### src/rtl/uart_tx_ctrl.sv
// UART transmit sequencer: pops characters from the TX FIFO and serialises them as
// start/data/parity/stop bits, timing each bit with oversample ticks from bclk_in.
module uart_tx_ctrl #(
  parameter int OSR16 = 16,
  parameter int OSR13 = 13
) (
  input  logic       apb_clk_in,
  input  logic       apb_rstn_in,
  input  logic       bclk_in,
  input  logic       osm_in,
  input  logic       tx_en_in,
  input  logic [1:0] wls_in,
  input  logic       stb_in,
  input  logic       pen_in,
  input  logic       eps_in,
  input  logic       sp_in,
  input  logic       bc_in,
  input  logic       fifo_empty_in,
  input  logic [7:0] fifo_data_in,
  output logic       fifo_rd_out,
  output logic       uart_txd_out,
  output logic       busy_out,
  output logic       temt_out,
  output logic       char_done_out
);

  typedef enum logic [2:0] {
    IDLE   = 3'd0,
    START  = 3'd1,
    DATA   = 3'd2,
    PARITY = 3'd3,
    STOP   = 3'd4
  } state_t;

  localparam logic [4:0] LEN16  = 5'(OSR16);
  localparam logic [4:0] LEN13  = 5'(OSR13);
  // Second half of a 1.5-bit stop: 24 - 16 = 8 ticks, 20 - 13 = 7 ticks.
  localparam logic [4:0] HALF16 = 5'((OSR16 + 1) / 2);
  localparam logic [4:0] HALF13 = 5'((OSR13 + 1) / 2);

  state_t     state_r, state_n_s;
  logic [4:0] tick_cnt_r, tick_cnt_n_s;
  logic [2:0] bit_cnt_r, bit_cnt_n_s;
  logic       stop_seg_r, stop_seg_n_s;
  logic [7:0] shift_r, shift_n_s;
  logic       txd_r, txd_n_s;
  logic       busy_r;
  logic       done_r, done_n_s;
  logic [1:0] wls_r;
  logic       stb_r, pen_r, osm_r, par_r;
  logic       load_s, tick_end_s, last_bit_s;
  logic [4:0] seg_len_s;

  function automatic logic parity_bit(input logic [7:0] data, input logic [1:0] wls,
                                      input logic eps, input logic sp);
    logic [7:0] mask;
    logic       x;
    case (wls)
      2'b00:   mask = 8'h1F;
      2'b01:   mask = 8'h3F;
      2'b10:   mask = 8'h7F;
      default: mask = 8'hFF;
    endcase
    x = ^(data & mask);
    if (sp) begin
      parity_bit = ~eps;
    end else if (eps) begin
      parity_bit = x;
    end else begin
      parity_bit = ~x;
    end
  endfunction

  assign load_s     = apb_rstn_in && tx_en_in && !fifo_empty_in && (state_r == IDLE);
  assign tick_end_s = bclk_in && ((tick_cnt_r + 5'd1) == seg_len_s);
  assign last_bit_s = (bit_cnt_r == (3'd4 + {1'b0, wls_r}));

  // Length in ticks of the segment currently being timed.
  always_comb begin
    seg_len_s = osm_r ? LEN13 : LEN16;
    if ((state_r == STOP) && stop_seg_r && (wls_r == 2'b00)) begin
      seg_len_s = osm_r ? HALF13 : HALF16;
    end else begin
      seg_len_s = osm_r ? LEN13 : LEN16;
    end
  end

  // Next-state, counter and line-level decode.
  always_comb begin
    state_n_s    = state_r;
    tick_cnt_n_s = tick_cnt_r;
    bit_cnt_n_s  = bit_cnt_r;
    stop_seg_n_s = stop_seg_r;
    shift_n_s    = shift_r;
    done_n_s     = 1'b0;
    txd_n_s      = 1'b1;
    if (!tx_en_in) begin
      state_n_s    = IDLE;
      tick_cnt_n_s = 5'd0;
      bit_cnt_n_s  = 3'd0;
      stop_seg_n_s = 1'b0;
    end else begin
      case (state_r)
        IDLE: begin
          if (load_s) begin
            state_n_s    = START;
            tick_cnt_n_s = 5'd0;
            bit_cnt_n_s  = 3'd0;
            stop_seg_n_s = 1'b0;
            shift_n_s    = fifo_data_in;
          end else begin
            state_n_s = IDLE;
          end
        end
        START, PARITY: begin
          if (tick_end_s) begin
            tick_cnt_n_s = 5'd0;
            state_n_s    = (state_r == START) ? DATA : STOP;
          end else if (bclk_in) begin
            tick_cnt_n_s = tick_cnt_r + 5'd1;
          end else begin
            tick_cnt_n_s = tick_cnt_r;
          end
        end
        DATA: begin
          if (tick_end_s) begin
            tick_cnt_n_s = 5'd0;
            if (last_bit_s) begin
              state_n_s = pen_r ? PARITY : STOP;
            end else begin
              bit_cnt_n_s = bit_cnt_r + 3'd1;
              shift_n_s   = {1'b0, shift_r[7:1]};
            end
          end else if (bclk_in) begin
            tick_cnt_n_s = tick_cnt_r + 5'd1;
          end else begin
            tick_cnt_n_s = tick_cnt_r;
          end
        end
        STOP: begin
          if (tick_end_s) begin
            tick_cnt_n_s = 5'd0;
            if (stb_r && !stop_seg_r) begin
              stop_seg_n_s = 1'b1;
            end else begin
              stop_seg_n_s = 1'b0;
              state_n_s    = IDLE;
              done_n_s     = 1'b1;
            end
          end else if (bclk_in) begin
            tick_cnt_n_s = tick_cnt_r + 5'd1;
          end else begin
            tick_cnt_n_s = tick_cnt_r;
          end
        end
        default: begin
          state_n_s    = IDLE;
          tick_cnt_n_s = 5'd0;
        end
      endcase
    end
    // Line level follows the state being entered so txd and busy move together.
    case (state_n_s)
      START:   txd_n_s = 1'b0;
      DATA:    txd_n_s = shift_n_s[0];
      PARITY:  txd_n_s = par_r;
      default: txd_n_s = 1'b1;
    endcase
  end

  // Sequencer state, counters and registered outputs.
  always_ff @(posedge apb_clk_in or negedge apb_rstn_in) begin
    if (!apb_rstn_in) begin
      state_r    <= IDLE;
      tick_cnt_r <= 5'd0;
      bit_cnt_r  <= 3'd0;
      stop_seg_r <= 1'b0;
      shift_r    <= 8'h00;
      txd_r      <= 1'b1;
      busy_r     <= 1'b0;
      done_r     <= 1'b0;
    end else begin
      state_r    <= state_n_s;
      tick_cnt_r <= tick_cnt_n_s;
      bit_cnt_r  <= bit_cnt_n_s;
      stop_seg_r <= stop_seg_n_s;
      shift_r    <= shift_n_s;
      txd_r      <= txd_n_s;
      busy_r     <= (state_n_s != IDLE);
      done_r     <= done_n_s;
    end
  end

  // Frame format snapshot; parity is resolved at load so eps/sp need no shadow.
  always_ff @(posedge apb_clk_in or negedge apb_rstn_in) begin
    if (!apb_rstn_in) begin
      wls_r <= 2'b00;
      stb_r <= 1'b0;
      pen_r <= 1'b0;
      osm_r <= 1'b0;
      par_r <= 1'b0;
    end else if (load_s) begin
      wls_r <= wls_in;
      stb_r <= stb_in;
      pen_r <= pen_in;
      osm_r <= osm_in;
      par_r <= parity_bit(fifo_data_in, wls_in, eps_in, sp_in);
    end else begin
      wls_r <= wls_r;
      stb_r <= stb_r;
      pen_r <= pen_r;
      osm_r <= osm_r;
      par_r <= par_r;
    end
  end

  assign fifo_rd_out   = load_s;
  assign uart_txd_out  = txd_r & ~bc_in;
  assign busy_out      = busy_r;
  assign temt_out      = (state_r == IDLE) && fifo_empty_in;
  assign char_done_out = done_r;

endmodule

### config.mk
export PLATFORM = sky130hd
export DESIGN_NAME = uart_tx_ctrl
export DESIGN_NICKNAME = d
export VERILOG_FILES = /design/src/rtl/uart_tx_ctrl.sv
export SDC_FILE = /design/constraint.sdc
export NUM_CORES = 1
export LEC_CHECK = 0
export BUFFER_PORTS_ARGS = -buffer_cell sky130_fd_sc_hd__buf_4
export CORE_UTILIZATION = 50
export DETAILED_ROUTE_END_ITERATION = 16
export MAX_ROUTING_LAYER = met4
export PLACE_DENSITY = 0.72
export SLEW_MARGIN = 30
export SYNTH_ARGS = -nofsm -noshare
export SYNTH_HDL_FRONTEND = slang
export SYNTH_SLANG_ARGS = --single-unit
### constraint.sdc
create_clock -name apb_clk_in -period 5.5 [get_ports apb_clk_in]
set_input_delay 0.825 -clock apb_clk_in [delete_from_list [all_inputs] [get_ports apb_clk_in]]
set_output_delay 0.825 -clock apb_clk_in [all_outputs]
set_load 0.02 [all_outputs]
# Word level (Yosys, flattened, before mapping)
# Index checks and enable logic that the tools add are counted.
# word_totals
register_bits	29
latch_bits	0
mem_bits_rw	0
rom_bits	0
input_bits	21
output_inout_bits	5
wordCells	107
mem_count	0
# classes
addsub	3
multipliers	0
div	0
order_cmp	0
eq_ne	21
n_shift	0
n_mux	42
bitwise_logic	5
reduce_logical	22
# op_table
operator	n
2-to-1 mux 3 bit	12
2-to-1 mux 8 bit	4
2-to-1 mux 5 bit	6
one-hot mux 8 bit (3 select lines)	1
one-hot mux 8 bit (2 select lines)	1
equality test 3 x 2 -> 1 bit (second input constant)	4
2-to-1 mux 1 bit	12
inequality test 3 bit (second input constant)	4
one-hot mux 3 bit (4 select lines)	1
one-hot mux 5 bit (2 select lines)	1
bitwise AND 8 bit	1
logical AND 1 bit	8
XOR reduction 8 bit	1
equality test 3 x 1 -> 1 bit (second input constant)	2
inequality test 2 bit (second input constant)	3
inequality test 3 x 1 -> 1 bit (second input constant)	2
one-hot mux 3 bit (2 select lines)	1
adder 5 x 1 -> 5 bit (second input constant)	1
equality test 5 bit	1
AND reduction 5 bit	1
logical NOT 2 bit	2
2-to-1 mux 4 bit	1
inequality test 4 x 3 -> 1 bit (second input constant)	1
AND reduction 4 bit	1
other kinds (18)	21

# Depth between registers and ports, before layout
# Gate-level depths: netlist of the first run.
# logic_depth
ltp_word	11
depth_mapped	12
depth_no_buf	10

# Worst setup path before layout of the first run
# Ideal clock, no wire load.
# synth_path
path_type	register to register
startpoint	register state_r[1]
endpoint	register txd_r
setup_ns	0.082
arrival_ns	2.638
t_required_ns	5.418
path_slack_ns	2.780
path_stages_with_launch	12
n_path_buf	2
path_cell_list	dfrtp_1 -> clkbuf_1 -> nor2_1 -> nand4_1 -> ha_1 -> xor2_1 -> xnor2_1 -> or4_1 -> buf_2 -> nor3_4 -> a222oi_1 -> a22oi_1
# synth_via
elab_chain_cells	11
elab_cells_between_ends	29
# synth_rtl
item	line_no	source
start, declared	41	state_t state_r, state_n_s;
start signal, assigned	183	state_r <= state_n_s;
equality test 3 bit	81, 103	
logical AND 1 bit (2 in a row)	81	if ((state_r == STOP) && stop_seg_r && (wls_r == 2'b00)) begin
2-to-1 mux 5 bit	81	
equality test 5 bit	75	assign tick_end_s = bclk_in && ((tick_cnt_r + 5'd1) == seg_len_s);
logical AND 1 bit	75	
2-to-1 mux 3 bit, on equally long branches	141, 116, 126	
one-hot mux 3 bit (4 select lines)	103	case (state_r)
2-to-1 mux 3 bit	97	if (!tx_en_in) begin
equality test 3 x 2 -> 1 bit or equality test 3 x 1 -> 1 bit (tied branches)	163	case (state_n_s)
one-hot mux 1 bit (3 select lines) (*)	163	
via txd_n_s	46	logic txd_r, txd_n_s;
end signal, assigned	188	txd_r <= txd_n_s;
end, declared	46	
# Mark *: on every way through the listed nets, which the timed path passes. The rest lies on a longest branch. The select of a mux whose other input is x is not followed.
# A chain may end at the register's enable or synchronous reset.

# Worst setup path in the final report of the first run
# Same ends and word-level chain as after synthesis.

==> metrics.yaml, run 1 <==
floorplanning:
  row_count: 20
  ios: 26
  die_h_um: 60.4
  dieArea_mm2: 0.00365
  start_util_pct: 54.0
  coreArea_mm2: 0.00315
  fp.dieW_um: 60.4
cts:
  cts.root.buffer_cell: "clkbuf_4"
  postCtsSetupBuffers: 0
  cts.path.max_buffers: 2
  cts_tree: "done"
  clock_latency_ns: 0.33
  htree_levels: 2
  postCtsResizedCells: 0
  clk_pin_slew_ns: 0.09
  cts_hold_buf: 0
  cts_buffers: 5
  cts_sinks: 29
global_route:
  grt_max_degree: 31
  track_usage_pct: 24.4
  grt_pass1_wl_mm: 6.22
  grt_pass1_vias: 1436
  overflow: 0
  antenna_found_initial: 0
drt:
  wirelength_mm: 3.71
  drt_iter0_markers: 86
  ant_nets: 0
  dr_total_vias: 1485
  drtPass1Iterations: 4
  route.detailed.vias_per_inst: 5.76
  post_drt_wl_per_cell_um: 14.4
  drc: 0
sta:
  hold_viol_final: 0
  rsz0062_at_grt: "false"
  tightestPinTransition_ns: 0.750
  slew_headroom_pct: 49.6
  fin_crit_ns: 3.23
  finalCritPeriodShare_pct: 58.8
  setup_tns_ns: 0
  clock.fmax_mhz: 309
  setup_viol: 0
  fin_worst_skew_ns: 0.00697
  slew_violations: 0
setup_path:
  critPathKind: "reg2reg"
  crit_chain: "nor2_1 > nand4_1 > ha_1 > xor2_1 > xnor2_1 > nor4_2 > a31oi_2 > a222oi_1 > a22oi_1"
  crit_path_start_kind: "flop"
  cp.required_ns: 5.75
  cp_max_fo: 14
  cp.arrival_ns: 3.48
  endpoint_kind: "flop"
  crit_path_top_delay_cell: "nor4_2"
  critPathMaxStageDelay_ns: 0.58
pwr:
  max-vdd-ir-drop_uv: 125
  power_density_mw_per_mm2: 225
  p_leak_nw: 0.875
outcome:
  outcome: "finished, final reports clean"
logic_synthesis:
  synth_area_per_cell_um2: 9.11
  synth-async-reset-ratio_pct: 100
  synth_cell_types: 49
  synth_commonest_cells: "dfrtp_1 (28), nand2_1 (22), xnor2_1 (13)"
  synth-main-ff-cell: "dfrtp_1"
  synth.top_cells.by_area: "dfrtp_1 (41%), xnor2_1 (6.7%), nand2_1 (4.8%)"
  netlist_instances: 187
  synth_edf_count: 0
  synth_area_mm2: 0.00170
  netlist.area_leader.share_pct: 41.1
  synth_warnings: 0
  synth-seq-cells: 29
  yosysSeqAreaShare_pct: 42.7
  yosysTopAreaCell: "dfrtp_1"
  synth_nets: 212
  synth_most_common_cell: "dfrtp_1"
cells_and_area:
  fillers: 295
  drive_gt1_share_pct: 17.3
  area_growth_pct: 16.2
  diodes: 0
  finalNonFillerCells: 258
  layout.nets: 238
run:
  cap_violations: 0
hold_path:
  hold_class: "in2async"
place:
  port_buffers: 25
  placedCellCount: 250
  gp_congestion: 0.906
  hpwl_mm: 2.80
-- area by class of cell --
cell class / count / area [um^2] / share of cell area [%]
Clock buffer: 6 / 41.3 / 2.08
Sequential cell: 29 / 727 / 36.7
Timing Repair Buffer: 25 / 188 / 9.48
Multi-Input combinational cell: 140 / 915 / 46.2
Tap cell: 44 / 55.1 / 2.78
Inverter: 12 / 45.0 / 2.27
Clock inverter: 2 / 10.0 / 0.505
-- sequential cells by signal, summed over array words and instances (netlist names) --
register,cells
par_r,1
tick_cnt_r,5
shift_r,8
bit_cnt_r,3
txd_r,1
pen_r,1
wls_r,2
state_r,3
char_done_out,1
busy_out,1
osm_r,1
stb_r,1
stop_seg_r,1
-- metal layers --
metal  GRT usage (%)  wire [um]
met4            9.63         71
met5               -          0
met2            38.6       1750
met3            5.97        225
met1            29.8       1660
-- final timing paths --
path | start | to | slack (ns) | cells after the start
min | apb_rstn_in | pen_r | 0.39 | 1
min reg2reg | shift_r[1] | shift_r[1] | 0.48 | 2
max reg2reg | state_r[1] | txd_r | 2.27 | 9
max | state_r[1] | txd_r | 2.27 | 9
min in group apb_clk_in | shift_r[1] | shift_r[1] | 0.48 | 2
max in group asynchronous | apb_rstn_in | txd_r | 4.80 | 1
-- report_power, final --
group / total (mW) / internal [mW] / leakage, nW / switching, mW
Clock: 0.124 / 0.0486 / 0.0320 / 0.0753
Combinational: 0.0840 / 0.0371 / 0.457 / 0.0470
Sequential: 0.238 / 0.228 / 0.387 / 0.00999
-- metrics by stage --
stage               setup WS (ns)  utilization (%)  area, um^2  hold slack [ns]  power (mW)
global placement             2.22             61.0        1920            0.466       0.322
detailed placement           2.08             61.0        1920            0.468       0.326
floorplan                    2.78                -        1700            0.442       0.292
global route                 1.93             62.8        1980            0.408       0.467
CTS                          2.19             62.6        1970            0.400       0.448
finish                       2.27             62.8        1980            0.394       0.446
-- critical path, delay by kind of cell, from the launching register on --
family          cells  cell delay (ns)
flops               1             0.48
compound gates      3             0.95
fa+ha+maj           1             0.32
xor+xnor            2             0.32
simple gates        3             1.06
-- cell families after synthesis --
family / synth area share [%]
simple gates: 21.0
compound gates: 19.2
flops: 42.7
buf+inv: 4.04
xor+xnor: 7.71
mux: 2.42
fa+ha+maj: 2.94
-- placed cells by master (no fill, tap or decap), types with 2 or more instances in the layout --
cell type and count:
dfrtp_1 28, buf_4 25, nand2_1 22, xnor2_1 13, inv_1 11, o21ai_0 10
nand3_1 9, nor2_1 8, nor2b_1 8, a22oi_1 8, o21ai_1 6, clkbuf_4 5
nor3_1 4, o22ai_1 4, ha_1 4, mux2i_1 3, a21oi_1 3, nand4_1 2
xor2_1 2, a21boi_0 2, nand2b_1 2, and2_1 2, o21a_1 2, a2111oi_0 2
nor4_1 2, nor3b_1 2, clkinv_2 2
Note: power is estimated with default switching activity, not from simulation.
==> run 2, diff against run 1 <==
--- a/config.mk
+++ b/config.mk
@@ -5,11 +5,12 @@
 export SDC_FILE = /design/constraint.sdc
 export NUM_CORES = 1
 export LEC_CHECK = 0
+export ABC_AREA = 1
 export BUFFER_PORTS_ARGS = -buffer_cell sky130_fd_sc_hd__buf_4
 export CORE_UTILIZATION = 50
 export DETAILED_ROUTE_END_ITERATION = 16
 export MAX_ROUTING_LAYER = met4
-export PLACE_DENSITY = 0.72
+export PLACE_DENSITY = 0.71
 export SLEW_MARGIN = 30
 export SYNTH_ARGS = -nofsm -noshare
 export SYNTH_HDL_FRONTEND = slang
==> constraint.sdc (replaced) <==
create_clock -name apb_clk_in -period 3 [get_ports apb_clk_in]
set_input_delay 0.45 -clock apb_clk_in [delete_from_list [all_inputs] [get_ports apb_clk_in]]
set_output_delay 0.45 -clock apb_clk_in [all_outputs]
set_load 0.02 [all_outputs]
==> run 2 against run 1 <==
Synthesized area increased by 9.8%. Synthesized cell count is 42% higher. Fmax is 21% higher. Clock skew decreased by 0.0046 ns. Via count grew 18%. Largest cell class unchanged. Cell area rose by 10%. Combinational power increased by 120%. Cell count is 33% higher. Largest power group unchanged.
==> metrics.yaml, run 2 <==
cts:
  postCtsSetupBuffers: 0  # unchanged
  cts_hold_buf: 0  # unchanged
  cts_tree: "done"  # unchanged
  clock_latency_ns: 0.28  # was 0.33 ns
  cts.root.buffer_cell: "clkbuf_8"  # was clkbuf_4
  postCtsResizedCells: 0  # unchanged
  cts_buffers: 5  # unchanged
  htree_levels: 2  # unchanged
  cts_sinks: 29  # unchanged
  clk_pin_slew_ns: 0.06  # was 0.09 ns
  cts.path.max_buffers: 2  # unchanged
logic_synthesis:
  yosysSeqAreaShare_pct: 38.8  # was 42.7%
  synth_most_common_cell: "nand2_1"  # was dfrtp_1
  synth_cell_types: 32  # was 49
  synth_commonest_cells: "nand2_1 (79), inv_1 (42), dfrtp_1 (28)"  # was dfrtp_1 (28), nand2_1 (22), xnor2_1 (13)
  netlist.area_leader.share_pct: 37.4  # was 41.1%
  synth_warnings: 0  # unchanged
  yosysTopAreaCell: "dfrtp_1"  # unchanged
  synth_nets: 290  # was 212
  synth_area_per_cell_um2: 7.06  # was 9.11 um^2
  synth_edf_count: 0  # unchanged
  synth-seq-cells: 29  # unchanged
  netlist_instances: 265  # was 187
  synth-async-reset-ratio_pct: 100  # unchanged
  synth.top_cells.by_area: "dfrtp_1 (37%), nand2_1 (16%), inv_1 (8.4%)"  # was dfrtp_1 (41%), xnor2_1 (6.7%), nand2_1 (4.8%)
  synth-main-ff-cell: "dfrtp_1"  # unchanged
  synth_area_mm2: 0.00187  # was 0.00170 mm^2
setup_path:
  endpoint_kind: "flop"  # unchanged
  critPathMaxStageDelay_ns: 0.42  # was 0.58 ns
  cp_max_fo: 14  # unchanged
  crit_path_top_delay_cell: "dfrtp_1"  # was nor4_2
  critPathKind: "reg2reg"  # unchanged
  cpMostUsedCell: "inv_1"
  crit_chain: "nor2_1 > inv_1 > nor2_1 > inv_1 > nor4_1 > inv_1 > ha_1 > inv_1 > nand3_1 > nand2_1 > nor2_4 > nand2_4 > nand2_2 > nand2_1 > inv_2 > nand2_1 > a21oi_1"  # was nor2_1 > nand4_1 > ha_1 > xor2_1 > xnor2_1 > nor4_2 > a31oi_2 > a222oi_1 > a22oi_1
  critPathTopFamily: "simple AND/OR/NAND/NOR gates"  # unchanged
  cp.required_ns: 3.20  # was 5.75 ns
  cp.arrival_ns: 2.88  # was 3.48 ns
  crit_path_start_kind: "flop"  # unchanged
  worst-path-buf-inv: 5  # was 0
run:
  cap_violations: 0  # unchanged
sta:
  fin_worst_skew_ns: 0.00235  # was 0.00697 ns
  setup_viol: 0  # unchanged
  finalCritPeriodShare_pct: 89.3  # was 58.8%
  rsz0062_at_grt: "false"  # unchanged
  clock.fmax_mhz: 373  # was 309 MHz
  layout_setup_ws_ns: 0.321  # was 2.27 ns
  tightestPinTransition_ns: 0.539  # was 0.750 ns
  fin_crit_ns: 2.68  # was 3.23 ns
  hold_slack_ns: 0.185  # was 0.394 ns
  slew_headroom_pct: 64.0  # was 49.6%
  slew_violations: 0  # unchanged
  setup_tns_ns: 0  # unchanged
  hold_viol_final: 0  # unchanged
drt:
  post_drt_wl_per_cell_um: 11.9  # was 14.4 um
  wirelength_mm: 4.09  # was 3.71 mm
  ant_nets: 0  # unchanged
  dr_total_vias: 1748  # was 1485
  route.detailed.vias_per_inst: 5.10  # was 5.76
  drt_iter0_markers: 140  # was 86
  drc: 0  # unchanged
  drtPass1Iterations: 4  # unchanged
cells_and_area:
  mostFrequentLayoutCell: "nand2_1"  # was dfrtp_1
  regMostFlops: "shift_r"  # unchanged
  largest_register_ffs: 8  # unchanged
  fillers: 337  # was 295
  area_growth_pct: 16.9  # was 16.2%
  drive_gt1_share_pct: 15.8  # was 17.3%
  layout.nets: 321  # was 238
  layout_common_cells: "nand2_1 (79), inv_1 (42), dfrtp_1 (28)"  # was dfrtp_1 (28), buf_4 (25), nand2_1 (22)
  diodes: 0  # unchanged
  finalNonFillerCells: 343  # was 258
  multi_input_area_um2: 950  # was 915 um^2
  register_area_um2: 727  # unchanged
  top_regs: "shift_r (8), tick_cnt_r (5)"  # unchanged
global_route:
  grt_max_degree: 30  # was 31
  overflow: 0  # unchanged
  grt_pass1_wl_mm: 7.20  # was 6.22 mm
  grt_pass1_vias: 1665  # was 1436
  track_usage_pct: 24.2  # was 24.4%
  antenna_found_initial: 0  # unchanged
floorplanning:
  start_util_pct: 54.0  # about the same
  ios: 26  # unchanged
  fp.dieW_um: 63.2  # was 60.4 um
  row_count: 21  # was 20
  die_h_um: 63.2  # was 60.4 um
  coreArea_mm2: 0.00347  # was 0.00315 mm^2
  dieArea_mm2: 0.00399  # was 0.00365 mm^2
place:
  gp_congestion: 0.889  # was 0.906
  place_ws_ns: 0.335  # was 2.08 ns
  hpwl_mm: 3.23  # was 2.80 mm
  placedCellCount: 335  # was 250
  port_buffers: 25  # unchanged
pwr:
  power_frac_comb_pct: 19.8  # was 18.8%
  p_leak_nw: 1.14  # was 0.875 nW
  clockPowerShare_pct: 31.9  # was 27.8%
  seqPwrFrac_pct: 48.3  # was 53.4%
  p_sw_mw: 0.276  # was 0.132 mW
  switching_share_pct: 29.1  # was 29.7%
  power_density_mw_per_mm2: 434  # was 225 mW/mm^2
  p_int_mw: 0.673  # was 0.314 mW
  max-vdd-ir-drop_uv: 236  # was 125 uV
outcome:
  outcome: "finished, final reports clean"  # unchanged
hold_path:
  hold_class: "in2async"  # unchanged
run 2: changes by cell type after synthesis, moves of 3 or more:
cell	delta
xnor2_1	-9
a22oi_1	-8
mux2i_1	-3
nand3_1	+16
clkbuf_1	-4
nor2b_1	-8
nand2_4	+3
inv_1	+31
nand2_1	+57
nand2_2	+3
nor2_1	+10
o21ai_1	+5
nand4_1	+5
run 2: per-stage QoR:
step / cell area, um^2 / power [mW] / utilization [%]
after floorplan: 1870 / 0.584 / -
after global placement: 2110 / 0.648 / 60.8
after detailed placement: 2110 / 0.654 / 60.8
after CTS: 2190 / 0.958 / 63.1
after global routing: 2190 / 1.01 / 63.1
final: 2190 / 0.949 / 63.1
run 2: worst paths after layout:
check | slack (ns) | startpoint | end | cells after the start
worst max-delay path | 0.32 | state_r[1] | bit_cnt_r[0] | 17
worst min-delay path | 0.18 | apb_rstn_in | tick_cnt_r[1] | 2
worst max register to register | 0.32 | state_r[1] | bit_cnt_r[0] | 17
worst min register to register | 0.48 | shift_r[0] | shift_r[0] | 2
max in group asynchronous | 2.50 | apb_rstn_in | txd_r | 2
min in group apb_clk_in | 0.37 | stb_in | stb_r | 3
run 2: kinds of logic (layout without fill, tap and decap cells):
logic type | count (synthesis) | in the layout | share of synthesized area (%)
xor gates and xnor gates | 7 | 7 | 3.28
adders and majority gates | 4 | 4 | 2.67
and+or+nand+nor | 144 | 144 | 34.5
DFF | 29 | 29 | 38.8
AOI/OAI and AO/OA | 33 | 33 | 10.3
buffers and inverters | 48 | 80 | 10.4
run 2: power groups by stage:
| stage | sequential [mW] | clock (mW) | combinational [mW] |
|---|---|---|---|
| 2_1_floorplan | 0.457 | 0 | 0.127 |
| 3_3_place_gp | 0.463 | 0 | 0.184 |
| 3_5_place_dp | 0.465 | 0 | 0.189 |
| 4_1_cts | 0.458 | 0.309 | 0.190 |
| 5_1_grt | 0.464 | 0.328 | 0.219 |
| 6_report | 0.459 | 0.303 | 0.188 |
run 2: cell type report:
class                           count  share of cell area [%]
Clock buffer                        8                    3.66
Inverter                           45                    7.83
Multi-Input combinational cell    188                    43.4
Sequential cell                    29                    33.2
Tap cell                           46                    2.63
Timing Repair Buffer               27                    9.26
run 2: per-layer routing:
metal	GRT usage, %	up-vias	part of all wire [%]
met5	-	-	0
met4	9.66	0	1.8
met3	3.99	7	3.9
met2	39.7	44	48
met1	29.6	789	47
li1	-	908	-
run 2: worst register-to-register path: stages (launching register included):
cell	delay (ns)
dfrtp_1	0.42
nor2_1	0.16
inv_1	0.07
nor2_1	0.12
inv_1	0.10
nor4_1	0.27
inv_1	0.08
ha_1	0.30
inv_1	0.05
nand3_1	0.07
nand2_1	0.09
nor2_4	0.15
nand2_4	0.11
nand2_2	0.08
nand2_1	0.09
inv_2	0.20
nand2_1	0.10
a21oi_1	0.14
==> run 3, diff against run 2 <==
--- a/config.mk
+++ b/config.mk
@@ -7,6 +7,7 @@
 export LEC_CHECK = 0
 export ABC_AREA = 1
 export BUFFER_PORTS_ARGS = -buffer_cell sky130_fd_sc_hd__buf_4
+export CORE_ASPECT_RATIO = 1.5
 export CORE_UTILIZATION = 50
 export DETAILED_ROUTE_END_ITERATION = 16
 export MAX_ROUTING_LAYER = met4
==> run 3 against run 2 <==
Critical path type unchanged. Sequential share of layout area about the same. Critical path depth down 1. Largest power group unchanged. Fmax grew 3.4%.
==> metrics.yaml, run 3 (synthesis results as in run 2) <==
outcome:
  outcome: "finished, final reports clean"  # unchanged
drt:
  ant_nets: 0  # unchanged
  drc: 0  # unchanged
  drt_iter0_markers: 50  # was 140
  route.detailed.vias_per_inst: 5.15  # was 5.10
  post_drt_wl_per_cell_um: 12.8  # was 11.9 um
  dr_total_vias: 1747  # was 1748
  drtPass1Iterations: 4  # unchanged
  wirelength_mm: 4.36  # was 4.09 mm
cts:
  htree_levels: 2  # unchanged
  cts_buffers: 5  # unchanged
  cts.path.max_buffers: 2  # unchanged
  cts.root.buffer_cell: "clkbuf_8"  # unchanged
  cts_sinks: 29  # unchanged
  clk_pin_slew_ns: 0.06  # about the same
  postCtsSetupBuffers: 0  # unchanged
  postCtsResizedCells: 0  # unchanged
  cts_hold_buf: 0  # unchanged
  cts_tree: "done"  # unchanged
  clock_latency_ns: 0.29  # was 0.28 ns
pwr:
  p_leak_nw: 1.14  # about the same
  switching_share_pct: 29.6  # was 29.1%
  power_density_mw_per_mm2: 436  # was 434 mW/mm^2
  clockPowerShare_pct: 32.2  # was 31.9%
  p_int_mw: 0.673  # about the same
  p_sw_mw: 0.283  # was 0.276 mW
  max-vdd-ir-drop_uv: 366  # was 236 uV
  power_frac_comb_pct: 19.6  # was 19.8%
  seqPwrFrac_pct: 48.1  # was 48.3%
place:
  port_buffers: 25  # unchanged
  hpwl_mm: 3.48  # was 3.23 mm
  gp_congestion: 0.849  # was 0.889
  postPlaceCellArea_mm2: 0.00210  # was 0.00211 mm^2
global_route:
  track_usage_pct: 26.0  # was 24.2%
  antenna_found_initial: 0  # unchanged
  grt_pass1_vias: 1745  # was 1665
  grt_pass1_wl_mm: 7.36  # was 7.20 mm
  grt_max_degree: 30  # unchanged
  overflow: 0  # unchanged
setup_path:
  cp.arrival_ns: 2.80  # was 2.88 ns
  crit_path_start_kind: "flop"  # unchanged
  critPathKind: "reg2reg"  # unchanged
  r2r_slack_ns: 0.41  # was 0.32 ns
  cp_max_fo: 14  # unchanged
  endpoint_kind: "flop"  # unchanged
  cp.required_ns: 3.21  # was 3.20 ns
cells_and_area:
  layout_common_cells: "nand2_1 (79), inv_1 (42), dfrtp_1 (28)"  # unchanged
  regMostFlops: "shift_r"  # unchanged
  top_regs: "shift_r (8), tick_cnt_r (5)"  # unchanged
  multi_input_area_um2: 956  # was 950 um^2
  mostFrequentLayoutCell: "nand2_1"  # unchanged
  area_growth_pct: 17.0  # was 16.9%
  fillers: 341  # was 337
  drive_gt1_share_pct: 16.2  # was 15.8%
  register_area_um2: 727  # unchanged
  diodes: 0  # unchanged
  largest_register_ffs: 8  # unchanged
  layout.nets: 321  # unchanged
  fin_area_mm2: 0.00219  # about the same
sta:
  fin_crit_ns: 2.59  # was 2.68 ns
  slew_headroom_pct: 67.9  # was 64.0%
  setup_viol: 0  # unchanged
  fin_worst_skew_ns: 0.00481  # was 0.00235 ns
  clock.fmax_mhz: 386  # was 373 MHz
  setup_tns_ns: 0  # unchanged
  slew_violations: 0  # unchanged
  finalCritPeriodShare_pct: 86.4  # was 89.3%
  rsz0062_at_grt: "false"  # unchanged
  tightestPinTransition_ns: 0.479  # was 0.539 ns
  hold_viol_final: 0  # unchanged
floorplanning:
  coreArea_mm2: 0.00348  # was 0.00347 mm^2
  start_util_pct: 53.8  # was 54.0%
  fp.dieW_um: 52.0  # was 63.2 um
  dieArea_mm2: 0.00400  # was 0.00399 mm^2
  ios: 26  # unchanged
  die_h_um: 76.9  # was 63.2 um
  row_count: 26  # was 21
hold_path:
  hold_class: "in2async"  # unchanged
run:
  cap_violations: 0  # unchanged
[run 3: cell counts in the layout (fill, tap and decap cells not counted)]
No cell type changed its count.
[run 3: path summary, 6_finish.rpt]
path                             start            end  depth (start not counted)
max                         state_r[0]   bit_cnt_r[2]                         16
max in group asynchronous  apb_rstn_in          txd_r                          2
min in group apb_clk_in         osm_in          osm_r                          3
min reg2reg                      par_r          par_r                          2
max reg2reg                 state_r[0]   bit_cnt_r[2]                         16
min                        apb_rstn_in  tick_cnt_r[2]                          2
[run 3: per-stage QoR]
stage / setup WS (ns) / util [%] / power (mW) / hold WS (ns) / std cells
floorplan: 0.670 / - / 0.584 / 0.154 / 265
finish: 0.409 / 62.9 / 0.955 / 0.191 / 339
global placement: 0.309 / 60.4 / 0.649 / 0.467 / 331
detailed placement: 0.301 / 60.4 / 0.654 / 0.467 / 331
CTS: 0.269 / 62.7 / 0.960 / 0.209 / 339
global route: 0.0142 / 62.9 / 1.01 / 0.218 / 339
[run 3: power groups by stage]
| stage | logic (mW) | registers, mW | clock network [mW] |
|---|---|---|---|
| after global routing | 0.213 | 0.463 | 0.336 |
| after global placement | 0.185 | 0.464 | 0 |
| after detailed placement | 0.189 | 0.465 | 0 |
| after floorplan | 0.127 | 0.457 | 0 |
| after CTS | 0.190 | 0.458 | 0.313 |
| final | 0.188 | 0.460 | 0.308 |
[run 3: area by class of cell]
| cell class | instances | area share [%] |
|---|---|---|
| multi-input combinational | 188 | 43.7 |
| tap | 42 | 2.40 |
| sequential | 29 | 33.2 |
| inverter | 45 | 7.83 |
| clock buffer | 8 | 3.66 |
| timing repair buffer | 27 | 9.26 |
[run 3: critical path, cell delays in order, from the launching register on]
cell     delay (ns)
dfrtp_1        0.44
nor2_1         0.14
inv_1          0.07
nor2_1         0.12
inv_1          0.10
nor4_2         0.20
ha_1           0.23
nor2_1         0.05
nor2_1         0.09
nand3_1        0.14
nor2_4         0.21
nand2_4        0.11
nand2_2        0.07
nand2_1        0.10
inv_2          0.20
nand2_1        0.10
o21ai_1        0.14
[run 3: layer usage]
| layer | vias to the layer above | track usage (%) | share of wire, % |
|---|---|---|---|
| met2 | 42 | 46.4 | 55 |
| li1 | 907 | - | - |
| met5 | - | - | 0 |
| met4 | 0 | 11.6 | 2.8 |
| met3 | 9 | 6.15 | 2.8 |
| met1 | 789 | 25.3 | 39 |
